==> config.mk <==
export PLATFORM = sky130hd
export DESIGN_NAME = pipeline_stall_ctrl
export DESIGN_NICKNAME = d
export VERILOG_FILES = /design/src/rtl/lc3b_types_pkg.sv /design/src/rtl/stall_counter.sv /design/src/rtl/pipeline_stall_ctrl.sv
export SDC_FILE = /design/constraint.sdc
export NUM_CORES = 1
export LEC_CHECK = 0
export CAP_MARGIN = 30
export CORE_AREA = 2 2 39 41
export DETAILED_ROUTE_END_ITERATION = 10
export DIE_AREA = 0 0 41 43
export PLACE_DENSITY = 0.6
export SYNTH_ARGS = -nofsm -noshare
export SYNTH_HDL_FRONTEND = slang
export SYNTH_HIERARCHICAL = 1
export SYNTH_SLANG_ARGS = --single-unit
==> constraint.sdc <==
create_clock -name clk -period 2 [get_ports clk]
set_input_delay 0.2 -clock clk [delete_from_list [all_inputs] [get_ports clk]]
set_output_delay 0.2 -clock clk [all_outputs]
set_load 0.02 [all_outputs]
==> src/rtl/lc3b_types_pkg.sv <==
// Shared LC-3b pipeline types: stall-controller state encoding and counter width.
package lc3b_types;

    localparam int unsigned CTR_W = 16;

    typedef enum logic [1:0] {
        RUN   = 2'd0,
        IWAIT = 2'd1,
        DWAIT = 2'd2
    } lc3b_stall_state;

endpackage

==> src/rtl/stall_counter.sv <==
// Saturating event counter: increments on inc_i, holds at all-ones, async active-low clear.
module stall_counter #(
    parameter int unsigned WIDTH = 16
) (
    input  logic             clk,
    input  logic             rst_n,
    input  logic             inc_i,
    output logic [WIDTH-1:0] count_o
);

    logic [WIDTH-1:0] count_q;
    logic [WIDTH-1:0] count_d;

    // Next count: step only while below the saturation value.
    always_comb begin
        count_d = count_q;
        if (inc_i && (count_q != {WIDTH{1'b1}})) begin
            count_d = count_q + WIDTH'(1);
        end
    end

    // Count register.
    always_ff @(posedge clk or negedge rst_n) begin
        if (!rst_n) begin
            count_q <= '0;
        end else begin
            count_q <= count_d;
        end
    end

    assign count_o = count_q;

endmodule

==> src/rtl/pipeline_stall_ctrl.sv <==
// Pipeline advance/freeze/squash controller for the five-stage LC-3b datapath.
// Optional performance counters are built when STALL_CTR_EN is defined.
module pipeline_stall_ctrl
    import lc3b_types::*;
(
    input  logic        clk,
    input  logic        rst_n,
    input  logic        bubble_enable,
    input  logic        icache_read,
    input  logic        icache_resp,
    input  logic        dcache_read,
    input  logic        dcache_write,
    input  logic        dcache_resp,
    input  logic        branch_taken,
    output logic        load_pc,
    output logic        load_if_id,
    output logic        load_id_ex,
    output logic        load_ex_mem,
    output logic        load_mem_wb,
    output logic        if_id_nop,
    output logic        id_ex_nop,
    output logic        ex_mem_nop,
    output logic [1:0]  ctrl_state
`ifdef STALL_CTR_EN
    ,
    output logic [15:0] stall_cycles,
    output logic [15:0] bubble_count,
    output logic [15:0] flush_count
`endif
);

    lc3b_stall_state state_q;
    lc3b_stall_state state_d;
    logic            bub_mask_q;
    logic            bub_mask_d;
    logic            dmiss;
    logic            imiss;
    logic            bubble_issue;
    logic            flush_issue;

    assign dmiss = (dcache_read | dcache_write) & ~dcache_resp;
    assign imiss = icache_read & ~icache_resp;

    // Priority decode of enables, NOP strobes, next state and bubble mask.
    always_comb begin
        load_pc      = 1'b1;
        load_if_id   = 1'b1;
        load_id_ex   = 1'b1;
        load_ex_mem  = 1'b1;
        load_mem_wb  = 1'b1;
        if_id_nop    = 1'b0;
        id_ex_nop    = 1'b0;
        ex_mem_nop   = 1'b0;
        state_d      = RUN;
        bub_mask_d   = bub_mask_q;
        bubble_issue = 1'b0;
        flush_issue  = 1'b0;

        if (dmiss) begin
            load_pc     = 1'b0;
            load_if_id  = 1'b0;
            load_id_ex  = 1'b0;
            load_ex_mem = 1'b0;
            load_mem_wb = 1'b0;
            state_d     = DWAIT;
        end else if (imiss) begin
            state_d = IWAIT;
            if (branch_taken) begin
                // Freeze everything so MEM keeps the redirect until the fetch lands.
                load_pc     = 1'b0;
                load_if_id  = 1'b0;
                load_id_ex  = 1'b0;
                load_ex_mem = 1'b0;
                load_mem_wb = 1'b0;
            end else begin
                // Drain downstream; ID/EX advances without a bubble.
                load_pc    = 1'b0;
                if_id_nop  = 1'b1;
                bub_mask_d = 1'b0;
            end
        end else if (branch_taken) begin
            if_id_nop   = 1'b1;
            id_ex_nop   = 1'b1;
            ex_mem_nop  = 1'b1;
            bub_mask_d  = 1'b0;
            flush_issue = 1'b1;
        end else if (bubble_enable && !bub_mask_q) begin
            load_pc      = 1'b0;
            load_if_id   = 1'b0;
            id_ex_nop    = 1'b1;
            bub_mask_d   = 1'b1;
            bubble_issue = 1'b1;
        end else begin
            bub_mask_d = 1'b0;
        end

        // Hold the whole pipeline and inject NOPs while in reset.
        if (!rst_n) begin
            load_pc     = 1'b0;
            load_if_id  = 1'b0;
            load_id_ex  = 1'b0;
            load_ex_mem = 1'b0;
            load_mem_wb = 1'b0;
            if_id_nop   = 1'b1;
            id_ex_nop   = 1'b1;
            ex_mem_nop  = 1'b1;
        end
    end

    // State and bubble-mask registers.
    always_ff @(posedge clk or negedge rst_n) begin
        if (!rst_n) begin
            state_q    <= RUN;
            bub_mask_q <= 1'b0;
        end else begin
            state_q    <= state_d;
            bub_mask_q <= bub_mask_d;
        end
    end

    assign ctrl_state = 2'(state_q);

`ifdef STALL_CTR_EN
    stall_counter #(.WIDTH(CTR_W)) u_stall_ctr (
        .clk     (clk),
        .rst_n   (rst_n),
        .inc_i   (~load_pc),
        .count_o (stall_cycles)
    );

    stall_counter #(.WIDTH(CTR_W)) u_bubble_ctr (
        .clk     (clk),
        .rst_n   (rst_n),
        .inc_i   (bubble_issue),
        .count_o (bubble_count)
    );

    stall_counter #(.WIDTH(CTR_W)) u_flush_ctr (
        .clk     (clk),
        .rst_n   (rst_n),
        .inc_i   (flush_issue),
        .count_o (flush_count)
    );
`else
    logic unused_ok;
    assign unused_ok = bubble_issue ^ flush_issue;
`endif

endmodule
==> metrics.cfg, run 1 <==
[sta]
drv_slew=0
fin_worst_skew_ns=0
fin_hold_ws_ns=0.161
finalHoldViolations=0
tightestPinTransition_ns=0.226
worst_slack_ns=0.109
min_period_ns=1.89
grt_setup_unrepaired=no
fmax_ghz=0.529
finalSetupViolations=0
post-route-period-util=0.945
relSlewSlack=0.849

[synthesis]
synth_edf_count=0
ys.flop_type=dfrtp_1
synth_cells=26
avgSynthCellArea_sq_um=9.00
synth.distinct_cells=17
synth-seq-cells=3
syn_area_sq_um=234
syn_nets=36
ys_seq_area_frac=0.321
yosysWarnings=6
synth-async-reset-ratio=1.00

[pwr]
p_seq_frac=0.251
pwr-share-clk=0.383
vdd_drop_max_mv=0.260
powerDensity_nw_per_um2=544
combPwrFrac=0.366
p_sw_frac=0.285
p_total_uw=268
power.internal_uw=192
p_switching_uw=76.4
p_leak_nw=0.280

[detailed_routing]
drt-initial-drc-count=0
wl_um=620
vias_per_cell=3.96
first_pass_iters=1
ant_nets=0
vias=265
drc=0
routedWlPerCell_um=9.25

[placed_design]
routabilityCongestion=0.677
hpwl_um=538
pre_cts_ws_ns=-0.161
io_buffers=18
placed_area_sq_um=457

[status]
status=complete, no violations

[floorplanning]
initial_core_util=0.169
die_area_sq_um=1760
die_h_um=43
core_sq_um=1380
die_x_um=41
ios=19
placementRows=14

[cts]
cts_tree=done
cts_buffer_depth=2
cts-buffers-inserted=3
insertion_delay_ns=0.23
clock-sinks=3
post_cts_buffers=0
root_buffer=clkbuf_4
cts.clk_slew.worst_paths_ns=0.03
htreeDepth=1
cts.hold.buffers_added=0
cts-resized-gates=2

[critical_path]
cp_num_buf_inv=3
worstSetupPathType=in2out
reg2reg_depth=2
crit_chain=clkdlybuf4s50_1 > nor2b_2 > inv_1 > ha_1 > nand2_1 > nand2_1 > clkdlybuf4s50_1
cp-end-kind=output port
cp-startpoint=icache_read
cp.arrival_ns=1.69
crit_slowest_cell=clkdlybuf4s50_1
crit_family=buffers and inverters
r2r_end=bub_mask_q
start_kind=input pin
required_ns=1.80
r2r_setup_slack_ns=1.17
slowest_delay_ns=0.53
r2r_start=bub_mask_q
critPathMaxFanout=2

[finish]
n_fill_cell=155
fin_nets=62
num_antenna_cells=0
synthToLayoutAreaGrowth_pct=111
post-route-util=0.356
final_cell_area_sq_um=493
drive_gt1_frac=0.255

[global_route]
antenna_found_initial=0
grt_pass1_vias=268
grt_pass1_wl_um=910
grt.total_usage=0.0783
grt_overflow_total=0
grt_max_degree=7

[run]
maxCapViolations=0

[worst_hold_path]
hp-class=in2async

==> routing by layer <==
metal,GRT usage,wire length (um),vias to the layer above
li1,-,-,138
met1,0.0804,234,116
met2,0.119,302,11
met3,0.0314,83,0
met4,0.0600,0,0
met5,0,0,-
==> synthesized netlist by cell type, types with 2 or more instances <==
cell / n / area (sq um)
nand2_1: 3 / 11.3
buf_4: 2 / 15.0
dfrtp_1: 3 / 75.1
inv_1: 3 / 11.3
a21oi_1: 3 / 15.0
==> cells by family after synthesis <==
| group | count (synthesis) | synth area share |
|---|---|---|
| and+or+nand+nor | 9 | 0.230 |
| DFF | 3 | 0.321 |
| AOI/OAI and AO/OA | 7 | 0.257 |
| buffers and inverters | 6 | 0.139 |
| adders and majority gates | 1 | 0.0535 |
==> cells in the final DEF (no fill, tap or decap), types with 2 or more instances in the layout <==
cell / netlist / final
a21oi_1: 3 / 3
dlymetal6s2s_1: 0 / 5
buf_4: 2 / 5
dfrtp_1: 3 / 3
clkdlybuf4s50_1: 0 / 11
nand2_1: 3 / 3
inv_1: 3 / 3
dlygate4sd2_1: 0 / 2
clkbuf_4: 0 / 3
==> layout make-up <==
| class | count | area [sq um] | share of cell area |
|---|---|---|---|
| Inverter | 4 | 17.5 | 0.0355 |
| Sequential cell | 3 | 75.1 | 0.152 |
| Timing Repair Buffer | 23 | 228 | 0.462 |
| Multi-Input combinational cell | 17 | 126 | 0.256 |
| Tap cell | 16 | 20.0 | 0.0406 |
| Clock buffer | 4 | 26.3 | 0.0533 |
==> worst max path at each step <==
stage,endpoint,cells after the start
finish,ex_mem_nop,7
floorplan,if_id_nop,4
detailed placement,if_id_nop,6
CTS,load_pc,5
global route,if_id_nop,6
global placement,if_id_nop,6
==> flip-flops by register name (all words and copies together), names as in the netlist <==
register	flops
bub_mask_q	1
ctrl_state	2
==> power by group through the flow <==
stage / registers (mW) / logic (mW) / clock network [mW]
floorplan: 0.0707 / 0.0444 / 0
global placement: 0.0680 / 0.103 / 0
detailed placement: 0.0680 / 0.103 / 0
CTS: 0.0673 / 0.101 / 0.110
global route: 0.0675 / 0.106 / 0.117
finish: 0.0672 / 0.0981 / 0.103
==> metrics by stage <==
stage,instances,setup TNS [ns]
after floorplan,26,0
after CTS,67,0
after global placement,63,-0.187
after global routing,67,0
final,67,0
after detailed placement,63,-0.178
No activity file was read; power rests on OpenSTA's default activity.
==> run 2, diff against run 1 <==
--- a/config.mk
+++ b/config.mk
@@ -9,7 +9,7 @@
 export CORE_AREA = 2 2 39 41
 export DETAILED_ROUTE_END_ITERATION = 10
 export DIE_AREA = 0 0 41 43
-export PLACE_DENSITY = 0.6
+export PLACE_DENSITY = 0.48
 export SYNTH_ARGS = -nofsm -noshare
 export SYNTH_HDL_FRONTEND = slang
 export SYNTH_HIERARCHICAL = 1
==> metrics.cfg, run 2 (synthesized netlist as in run 1, its figures left out) <==
[global_route]
grt_pass1_wl_um=1100
grt.total_usage=0.0955
grt_pass1_vias=288
antenna_found_initial=0
grt_max_degree=6
grt_overflow_total=0

[finish]
final_cells=68
largest_reg_flops=2
synthToLayoutAreaGrowth_pct=111
drive_gt1_frac=0.269
fin_nets=63
final_cell_area_sq_um=494
num_antenna_cells=0
final_cell_mix=12 x clkdlybuf4s50_1, 6 x buf_4
final_common_cell=clkdlybuf4s50_1
n_fill_cell=155
post-route-util=0.357

[cts]
htreeDepth=1
cts.hold.buffers_added=0
cts.clk_slew.worst_paths_ns=0.03
cts-buffers-inserted=3
cts_tree=done
cts_buffer_depth=2
insertion_delay_ns=0.23
post_cts_buffers=0
clock-sinks=3
cts-resized-gates=3
root_buffer=clkbuf_4

[floorplanning]
ios=19
placementRows=14
core_sq_um=1380
initial_core_util=0.169
die_area_sq_um=1760
die_x_um=41
die_h_um=43

[detailed_routing]
vias=274
first_pass_iters=1
drc=0
routedWlPerCell_um=9.16
ant_nets=0
drt-initial-drc-count=0
vias_per_cell=4.03
wl_um=623

[critical_path]
reg2reg_depth=2
cp.arrival_ns=1.70
required_ns=1.80
cp-end-kind=output port
r2r_start=bub_mask_q
critPathMaxFanout=5
r2r_end=bub_mask_q
worstSetupPathType=in2out
r2r_setup_slack_ns=1.14
start_kind=input pin

[placed_design]
placed_area_sq_um=464
dpl.cell_count=64
io_buffers=18
routabilityCongestion=0.761
hpwl_um=522

[sta]
fin_worst_skew_ns=0
min_period_ns=1.90
tns_ns=0
drv_slew=0
grt_setup_unrepaired=no
finalSetupViolations=0
tightestPinTransition_ns=0.235
fin_hold_ws_ns=0.191
fmax_ghz=0.527
relSlewSlack=0.843
post-route-period-util=0.949
finalHoldViolations=0

[pwr]
p_leak_nw=0.260
vdd_drop_max_mv=0.304
powerDensity_nw_per_um2=544

[worst_hold_path]
hp-class=in2async

[run]
maxCapViolations=0

[status]
status=complete, no violations

==> run 2: changes by cell type in the layout (fill, tap and decap cells not counted), sizes merged <==
cell,change
dlymetal6s2s,-2
buf,+1
clkdlybuf4s50,+1
dlygate4sd2,+1
==> run 2: through the flow <==
stage / total power, mW / setup WS [ns]
global placement: 0.173 / -0.149
detailed placement: 0.173 / -0.111
global route: 0.294 / 0.000369
floorplan: 0.115 / 0.591
finish: 0.269 / 0.102
CTS: 0.278 / 0.0171
==> run 2: layout make-up <==
cell class	instances	area, sq um	area share
clock buffers	4	26.3	0.0532
inverters	4	17.5	0.0354
multi-input cells	17	126	0.256
flip-flops and latches	3	75.1	0.152
well taps	16	20.0	0.0405
repair buffers	24	229	0.463
==> run 2: worst max-delay path, cell delays in order <==
cell             delay [ns]
clkdlybuf4s50_1        0.44
o21bai_4               0.23
nand3_1                0.13
inv_1                  0.09
clkdlybuf4s50_1        0.60
==> run 2: worst max path at each step <==
stage,startpoint,slack [ns],end,cells past startpoint
after floorplan,icache_read,0.59,if_id_nop,4
after global placement,icache_read,-0.15,if_id_nop,6
after detailed placement,icache_read,-0.11,if_id_nop,6
after CTS,dcache_write,0.02,load_if_id,5
after global routing,dcache_write,0.0004,load_id_ex,5
final,dcache_write,0.10,load_id_ex,5
==> run 2: metal layers <==
metal / up-vias / GRT usage / part of all wire
li1: 140 / - / -
met4: 0 / 0.0400 / 0
met3: 0 / 0.0681 / 0.082
met1: 122 / 0.103 / 0.41
met5: - / 0 / 0
met2: 12 / 0.138 / 0.50
==> run 2: power breakdown <==
part	switching [mW]	internal [mW]
sequential	0.00170	0.0653
combinational	0.0471	0.0529
clock	0.0276	0.0745
total	0.0764	0.193
==> run 3, diff against run 2 <==
--- a/config.mk
+++ b/config.mk
@@ -5,6 +5,7 @@
 export SDC_FILE = /design/constraint.sdc
 export NUM_CORES = 1
 export LEC_CHECK = 0
+export ABC_CLOCK_PERIOD_IN_PS = 2000
 export CAP_MARGIN = 30
 export CORE_AREA = 2 2 39 41
 export DETAILED_ROUTE_END_ITERATION = 10
==> constraint.sdc (replaced) <==
create_clock -name clk -period 2 [get_ports clk]
set_input_delay 0.4 -clock clk [delete_from_list [all_inputs] [get_ports clk]]
set_output_delay 0.4 -clock clk [all_outputs]
set_load 0.02 [all_outputs]
==> metrics.cfg, run 3 (synthesized netlist as in run 1, its figures left out) <==
[finish]
fin_nets=67
synthToLayoutAreaGrowth_pct=115
largest_reg_flops=2
final_cell_mix=13 x buf_4, 8 x clkdlybuf4s50_1, 5 x buf_2
drive_gt1_frac=0.464
final_common_cell=buf_4
post-route-util=0.363
num_antenna_cells=0

[global_route]
grt_overflow_total=0
grt_pass1_vias=269
grt_pass1_wl_um=1040
antenna_found_initial=0
grt_max_degree=6
grt.total_usage=0.0906

[detailed_routing]
drc=0
first_pass_iters=1
drt-initial-drc-count=0
wl_um=693
ant_nets=0
vias=288
routedWlPerCell_um=9.63
vias_per_cell=4.00

[sta]
finalSetupViolations=0
tightestPinTransition_ns=0.253
drv_slew=0
relSlewSlack=0.830
tns_ns=0
grt_setup_unrepaired=no
min_period_ns=1.94
worst_slack_ns=0.0614
finalHoldViolations=0
fmax_ghz=0.516
fin_worst_skew_ns=0
post-route-period-util=0.969
fin_hold_ws_ns=0.582

[floorplanning]
die_h_um=43
initial_core_util=0.169
placementRows=14
die_x_um=41
core_sq_um=1380
ios=19
die_area_sq_um=1760

[pwr]
pwr-share-clk=0.378
power.internal_uw=194
vdd_drop_max_mv=0.299
p_switching_uw=83.4
p_seq_frac=0.242
powerDensity_nw_per_um2=553
p_sw_frac=0.300
combPwrFrac=0.381
p_total_uw=278
p_leak_nw=0.256

[cts]
insertion_delay_ns=0.23
cts_buffer_depth=2
cts_tree=done
root_buffer=clkbuf_4
htreeDepth=1
clock-sinks=3
cts-buffers-inserted=3
cts.clk_slew.worst_paths_ns=0.04
cts.hold.buffers_added=0

[critical_path]
crit_chain=clkdlybuf4s50_1 > o21bai_4 > buf_4 > buf_4 > nand2_1 > nand2_1 > buf_4
start_kind=input pin
crit_slowest_cell=clkdlybuf4s50_1
path_depth=7
crit_top_cell=buf_4
slowest_delay_ns=0.44
r2r_setup_slack_ns=1.12
cp.arrival_ns=1.54
reg2reg_depth=2
crit_family=buffers and inverters
critPathMaxFanout=5
r2r_start=bub_mask_q
cp_num_buf_inv=4
cp-end-kind=output port
worstSetupPathType=in2out
required_ns=1.60
r2r_end=bub_mask_q

[worst_hold_path]
hp-class=in2async

[status]
status=complete, no violations

[placed_design]
routabilityCongestion=0.738
pre_cts_ws_ns=-0.533
io_buffers=18
hpwl_um=529

[run]
maxCapViolations=0

## run 3: cell count changes in the layout (fill, tap and decap cells not counted)
cell             change
buf_2                +5
buf_4                +7
clkdlybuf4s50_1      -4
dlygate4sd2_1        -2
dlymetal6s2s_1       -2
nor2b_2              -1
nor2b_4              +1
o21ai_0              -1
o21ai_1              +1
o31ai_2              -1
o31ai_4              +1
## run 3: metal layers
metal  up-vias  wire length [um]  global-route usage
met5         -                 0                   0
met4         0                 0              0.0200
met3         0                64              0.0628
met2        12               348               0.134
met1       129               280               0.104
li1        147                 -                   -
## run 3: repair_timing
item | CTS | global route
gates cloned | 0 | 0
buffers inserted | 1 | 1
resized for setup | 35 | 7
pin swaps | 2 | 1
endpoints found under the setup margin | 8 | 5
## run 3: cell type report
| type | count | area, sq um |
|---|---|---|
| inverters | 4 | 17.5 |
| well taps | 16 | 20.0 |
| fillers | 161 | 881 |
| multi-input cells | 17 | 140 |
| flip-flops and latches | 3 | 75.1 |
| repair buffers | 28 | 224 |
| clock buffers | 4 | 26.3 |
## run 3: metrics by stage
step / instances / area (sq um)
after floorplan: 26 / 234
after global placement: 66 / 479
after detailed placement: 66 / 479
after CTS: 71 / 498
after global routing: 72 / 503
final: 72 / 503
## run 3: worst max-delay path by stage
| stage | start | end | slack (ns) |
|---|---|---|---|
| after floorplan | icache_read | if_id_nop | 0.19 |
| after global placement | icache_read | if_id_nop | -0.53 |
| after detailed placement | icache_read | if_id_nop | -0.53 |
| after CTS | icache_resp | if_id_nop | -0.006 |
| after global routing | dcache_write | ex_mem_nop | 0.01 |
| final | dcache_write | ex_mem_nop | 0.06 |
## run 3: power groups by stage
stage | clock network, mW | logic, mW | registers [mW]
2_1_floorplan | 0 | 0.0444 | 0.0707
3_3_place_gp | 0 | 0.108 | 0.0679
3_5_place_dp | 0 | 0.108 | 0.0679
4_1_cts | 0.110 | 0.103 | 0.0671
5_1_grt | 0.120 | 0.114 | 0.0675
6_report | 0.105 | 0.106 | 0.0671
## run 3: worst reg2reg max path, stage by stage, from the launching register on
cell and delay (ns):
dfrtp_1 0.38, nor3b_2 0.26, a31o_1 0.18
